==> src/rtl/proc_pkg.sv <==
// Shared definitions for the simple processor: timing states, opcodes,
// ALU codes and bus-select bit positions.
package proc_pkg;

   typedef enum logic [1:0] {T0 = 2'd0, T1 = 2'd1, T2 = 2'd2, T3 = 2'd3} state_t;

   localparam logic [2:0] OP_MV  = 3'b000;
   localparam logic [2:0] OP_MVI = 3'b001;
   localparam logic [2:0] OP_ADD = 3'b010;
   localparam logic [2:0] OP_SUB = 3'b011;
   localparam logic [2:0] OP_AND = 3'b100;
   localparam logic [2:0] OP_SLT = 3'b101;

   localparam logic [1:0] ALU_ADD = 2'b00;
   localparam logic [1:0] ALU_SUB = 2'b01;
   localparam logic [1:0] ALU_AND = 2'b10;
   localparam logic [1:0] ALU_SLT = 2'b11;

   localparam int SEL_DIN = 9;
   localparam int SEL_R0  = 8;
   localparam int SEL_G   = 0;

   localparam int IR_W   = 9;
   localparam int CTRL_W = 10;

   function automatic logic is_alu(input logic [2:0] op);
      return (op >= OP_ADD) && (op <= OP_SLT);
   endfunction

endpackage

==> src/rtl/proc_control_unit_if.sv <==
// Handshake/bus bundle between the instruction sequencer and the datapath.
interface proc_control_unit_if #(parameter int DATA_W = 16);
   import proc_pkg::*;

   logic                Run;
   logic [DATA_W-1:0]   DIN;
   logic [IR_W-1:0]     IR;
   logic [CTRL_W-1:0]   control;
   logic [7:0]          Rin;
   logic                IRin;
   logic                Ain;
   logic                Gin;
   logic [1:0]          alu_op;
   logic                Done;

   modport master (input Run, DIN,
                   output IR, control, Rin, IRin, Ain, Gin, alu_op, Done);
   modport slave  (output Run, DIN,
                   input IR, control, Rin, IRin, Ain, Gin, alu_op, Done);
endinterface

==> src/rtl/dec3to8.sv <==
// 3-bit index to 8-bit one-hot decoder with enable.
module dec3to8 (
   input  logic [2:0] idx,
   input  logic       en,
   output logic [7:0] y
);
   always_comb y = en ? (8'b1 << idx) : 8'b0;
endmodule

==> src/rtl/proc_control_unit.sv <==
// Instruction sequencer: fetches IR in T0, then walks T1..T3 driving register
// enables, ALU op and the one-hot bus select.
module proc_control_unit
   import proc_pkg::*;
#(
   parameter int DATA_W = 16,
   parameter int NREGS  = 8
) (
   input  logic                 Clock,
   input  logic                 Reset,
   proc_control_unit_if.master  bus
);
   localparam int RW = $clog2(NREGS);

   state_t          state, nstate;
   logic [IR_W-1:0] ir;
   logic [2:0]      op;
   logic [RW-1:0]   rx, ry, sel_idx;
   logic            rin_en, sel_reg_en, sel_din, sel_g;
   logic            irin, ain, gin, done;
   logic [1:0]      alu;
   logic [7:0]      rin, sel_oh;
   logic [CTRL_W-1:0] control;
   logic            unused_din;

   assign op = ir[8:6];
   assign rx = ir[5:3];
   assign ry = ir[2:0];
   assign unused_din = ^bus.DIN[DATA_W-IR_W-1:0];

   always_ff @(posedge Clock) begin
      if (Reset) state <= T0;
      else       state <= nstate;
   end

   // irin is already forced low under reset, so reset has priority here
   always_ff @(posedge Clock) begin
      if (Reset)     ir <= '0;
      else if (irin) ir <= bus.DIN[DATA_W-1 -: IR_W];
   end

   always_comb begin
      nstate = state;
      case (state)
         T0: if (bus.Run) nstate = T1;
         T1: nstate = is_alu(op) ? T2 : T0;
         T2: nstate = is_alu(op) ? T3 : T0;
         T3: nstate = T0;
         default: nstate = T0;
      endcase
   end

   always_comb begin
      rin_en     = 1'b0;
      sel_reg_en = 1'b0;
      sel_idx    = rx;
      sel_din    = 1'b0;
      sel_g      = 1'b0;
      irin       = 1'b0;
      ain        = 1'b0;
      gin        = 1'b0;
      alu        = ALU_ADD;
      done       = 1'b0;
      if (!Reset) begin
         case (state)
            T0: irin = bus.Run;
            T1: begin
               case (op)
                  OP_MV: begin
                     sel_reg_en = 1'b1;
                     sel_idx    = ry;
                     rin_en     = 1'b1;
                     done       = 1'b1;
                  end
                  OP_MVI: begin
                     sel_din = 1'b1;
                     rin_en  = 1'b1;
                     done    = 1'b1;
                  end
                  OP_ADD, OP_SUB, OP_AND, OP_SLT: begin
                     sel_reg_en = 1'b1;
                     ain        = 1'b1;
                  end
                  default: done = 1'b1;
               endcase
            end
            T2: begin
               sel_reg_en = 1'b1;
               sel_idx    = ry;
               gin        = 1'b1;
               alu        = 2'(op - OP_ADD);
            end
            T3: begin
               sel_g  = 1'b1;
               rin_en = 1'b1;
               done   = 1'b1;
            end
            default: ;
         endcase
      end
   end

   dec3to8 u_rin (.idx(rx),      .en(rin_en),     .y(rin));
   dec3to8 u_sel (.idx(sel_idx), .en(sel_reg_en), .y(sel_oh));

   // register selects sit bit-reversed in control[8:1]: R0 at bit 8, R7 at bit 1
   always_comb begin
      control          = '0;
      control[SEL_DIN] = sel_din;
      control[SEL_G]   = sel_g;
      for (int k = 0; k < 8; k++) control[SEL_R0-k] = sel_oh[k];
   end

   assign bus.IR      = ir;
   assign bus.control = control;
   assign bus.Rin     = rin;
   assign bus.IRin    = irin;
   assign bus.Ain     = ain;
   assign bus.Gin     = gin;
   assign bus.alu_op  = alu;
   assign bus.Done    = done;
endmodule

==> src/flat_wrapper.sv <==
// flat-port wrapper written by rule: the top's interface ports become plain ports
module proc_control_unit_flat import proc_pkg::*;
#(
   parameter int DATA_W = 16,
   parameter int NREGS  = 8
)
  (Clock, Reset, bus_Run, bus_DIN, bus_IR, bus_control, bus_Rin, bus_IRin, bus_Ain, bus_Gin, bus_alu_op, bus_Done);
  proc_control_unit_if #(.DATA_W(DATA_W)) bus_i ();
  input  logic Clock;
  input  logic Reset;
  input wire logic [$bits(bus_i.Run)-1:0] bus_Run;
  input wire logic [$bits(bus_i.DIN)-1:0] bus_DIN;
  output wire logic [$bits(bus_i.IR)-1:0] bus_IR;
  output wire logic [$bits(bus_i.control)-1:0] bus_control;
  output wire logic [$bits(bus_i.Rin)-1:0] bus_Rin;
  output wire logic [$bits(bus_i.IRin)-1:0] bus_IRin;
  output wire logic [$bits(bus_i.Ain)-1:0] bus_Ain;
  output wire logic [$bits(bus_i.Gin)-1:0] bus_Gin;
  output wire logic [$bits(bus_i.alu_op)-1:0] bus_alu_op;
  output wire logic [$bits(bus_i.Done)-1:0] bus_Done;
  assign bus_i.Run = bus_Run;
  assign bus_i.DIN = bus_DIN;
  assign bus_IR = bus_i.IR;
  assign bus_control = bus_i.control;
  assign bus_Rin = bus_i.Rin;
  assign bus_IRin = bus_i.IRin;
  assign bus_Ain = bus_i.Ain;
  assign bus_Gin = bus_i.Gin;
  assign bus_alu_op = bus_i.alu_op;
  assign bus_Done = bus_i.Done;
  proc_control_unit #(.DATA_W(DATA_W), .NREGS(NREGS)) u_core (.Clock(Clock), .Reset(Reset), .bus(bus_i));
endmodule
==> config.mk <==
export PLATFORM = sky130hd
export DESIGN_NAME = proc_control_unit_flat
export DESIGN_NICKNAME = d
export VERILOG_FILES = /design/src/rtl/proc_pkg.sv /design/src/rtl/proc_control_unit_if.sv /design/src/rtl/dec3to8.sv /design/src/rtl/proc_control_unit.sv /design/src/flat_wrapper.sv
export SDC_FILE = /design/constraint.sdc
export NUM_CORES = 1
export LEC_CHECK = 0
export ABC_AREA = 1
export CORE_MARGIN = 1.5
export CORE_UTILIZATION = 38
export CTS_CLUSTER_DIAMETER = 60
export DETAILED_ROUTE_END_ITERATION = 8
export GPL_TIMING_DRIVEN = 0
export MAX_ROUTING_LAYER = met4
export PLACE_DENSITY_LB_ADDON = 0.08
export REMOVE_ABC_BUFFERS = 1
export SLEW_MARGIN = 25
export SYNTH_ARGS = -nofsm -noshare
export SYNTH_HDL_FRONTEND = slang
export SYNTH_SLANG_ARGS = --single-unit
==> constraint.sdc <==
create_clock -name Clock -period 2.3 [get_ports Clock]
set_input_delay 0.46 -clock Clock [delete_from_list [all_inputs] [get_ports Clock]]
set_output_delay 0.46 -clock Clock [all_outputs]
set_load 0.005 [all_outputs]
==> impl_metrics.csv <==
group,metric,value,unit
status,status,"complete, no violations",
detailed_routing,remaining_drc_errors,0,
detailed_routing,vias,1004,
critical_path,critPathTopFamily,"buffers and inverters",
placement,io_buffers,44,
clocking,path_clk_slew,0.08,ns
global_routing,grt_max_degree,19,
floorplanning,io_pins,52,
timing,timing.final.crit_share,97.79,%
detailed_routing,firstDrtPassIters,4,
synthesis,syn_area,807.0,sq um
critical_path,crit_path_max_incr_delay,0.54,ns
critical_path,crit_type,"input port to primary output",
critical_path,crit_slowest_cell,"clkdlybuf4s50_1",
finish,mostFrequentLayoutCell,"nor2_1",
critical_path,required,1.84,ns
floorplanning,rows,16,
finish,area_growth,64.34,%
critical_path,crit_buf_inv,2,
pwr,powerDensity,448.3,nW/um^2
clocking,cts_root_buf,"clkbuf_4",
clocking,cts_tree,"built",
clocking,hold_buffers,0,
finish,layout-drive-gt1-share,24.31,%
synthesis,avgSynthCellArea,6.023,sq um
synthesis,synth.distinct_cells,18,
floorplanning,die_area,2409,sq um
placement,dpl.hpwl,1609,um
timing,final_hold_viol_count,0,
timing,max_freq,444.6,MHz
critical_path,critPathCaptureType,"primary output",
timing,worst_pin_slew,0.3295,ns
clocking,cts_buffer_depth,2,
floorplanning,die_height,49.09,um
pwr,power.leakage,0.6155,nW
timing,grt_setup_unrepaired,"yes",
critical_path,r2r_slack,1.06,ns
timing,fin_skew,0.002403,ns
timing,maxSlewViolCount,0,
timing,fin_crit,2.249,ns
hold_path,worstHoldPathType,"register to register",
pwr,p_total,0.0005946,W
global_routing,grt_pass1_wl,4146,um
detailed_routing,wl_per_cell,11.72,um
placement,detailed_place.area,1246,sq um
global_routing,antenna_found_initial,0,
clocking,cts.sinks,11,
timing,relSlewSlack,78.03,%
finish,fin_nets,206,
global_routing,gr-usage-all-layers,22.51,%
critical_path,cp_data_arrival_time,1.79,ns
synthesis,ys_warn_count,0,
critical_path,start_kind,"input port",
placement,routabilityCongestion,0.8309,
global_routing,grt_pass1_vias,967,
floorplanning,core,1982,sq um
synthesis,seq_area_frac_synth,27.29,%
timing,setup_violations,0,
detailed_routing,antenna_left,0,
finish,mostFrequentLayoutCells,"nor2_1, clkdlybuf4s50_1, nand2_1, inv_1, nand2_2",
finish,design_area,1326,sq um
clocking,ctsHtreeMaxLevel,1,
floorplanning,die_w,49.09,um
clocking,clk_latency,0.29,ns
synthesis,synthCells,134,
detailed_routing,viasPerCell,4.827,
critical_path,path_cells,"clkdlybuf4s50_1, nand2_4, nor2_1, clkdlybuf4s50_1",
detailed_routing,wl,2438,um
pwr,max-vdd-ir-drop,0.0003858,V
synthesis,synth-seq-cells,11,
detailed_routing,first_iter_violations,13,
finish,n_antenna_cell,0,
clocking,cts_made_buffers,3,
critical_path,worst-path-max-fanout,18,
critical_path,crit_top_cell,"clkdlybuf4s50_1",
flow_run,drv_cap,0,
floorplanning,initial_core_util,40.72,%
global_routing,grt.overflow.total,0,
-- stage by stage --
stage / instances / TNS, ns / hold slack [ns] / util [%] / worst slack [ns]
floorplan: 129 / 0 / 0.4647 / - / 0.5868
global placement: 200 / -11.05 / 0.4786 / 62.88 / -0.6992
detailed placement: 200 / -11.93 / 0.4715 / 62.88 / -0.7612
CTS: 208 / 0 / 0.4923 / 67.61 / 0.003423
global route: 208 / -0.08776 / 0.5135 / 66.92 / -0.06092
finish: 208 / 0 / 0.4948 / 66.92 / 0.05086
-- metal layers --
metal | wire length [um] | track usage [%]
met5 | 0 | -
met4 | 44 | 11.43
met3 | 152 | 5.828
met2 | 1143 | 36.94
met1 | 1098 | 25.10
-- repair_timing --
item,CTS,global route
setup buffers,4,0
gates resized for setup,41,28
setup endpoints to repair,24,9
pin swaps,7,7
-- layout make-up --
cell class	instances	area (sq um)
inverters	20	77.57
multi-input cells	98	540.5
well taps	27	33.78
flip-flops and latches	11	225.2
repair buffers	48	422.9
clock buffers	4	26.28
fillers	172	655.6
-- Yosys cell counts (all sizes together) --
cell	number	share of area, %
nand2	35	17
dfxtp	11	27
ha	5	7.8
a21oi	5	3.6
nor3	3	1.9
a211oi	8	7.4
o21ai	1	0.62
clkbuf	1	0.46
buf	4	3.9
nor2	32	15
nand3	8	5.0
inv	20	9.3
a31oi	1	0.78
-- kinds of logic after synthesis --
group	share of synthesized area [%]
DFF	27.29
and+or+nand+nor	38.92
adders and majority gates	7.752
AOI/OAI and AO/OA	12.40
buffers and inverters	13.64
-- final timing paths --
check / from / endpoint / depth (start not counted)
hold reg to reg: u_core.bus.IR[0] / u_core.bus.IR[0] / 2
setup / recovery: bus_Run / bus_IRin / 4
hold / removal: u_core.bus.IR[0] / u_core.bus.IR[0] / 2
setup reg to reg: u_core.state[0] / u_core.state[0] / 5
-- registers in the layout, summed over array words and instances (netlist names) --
signal and flops:
u_core.state 2, u_core.bus.IR 9
-- where the power goes --
| group | internal, W | switching, W |
|---|---|---|
| combinational | 0.000102 | 0.000114 |
| sequential | 0.000208 | 0.0000202 |
| clock | 0.0000675 | 0.0000830 |
| total | 0.000377 | 0.000218 |
-- tightest hold or removal path: stages, from the launching register on --
cell      delay (ns)
dfxtp_1         0.32
inv_1           0.07
a211oi_1        0.06
Power figures use the tool's default switching activity.
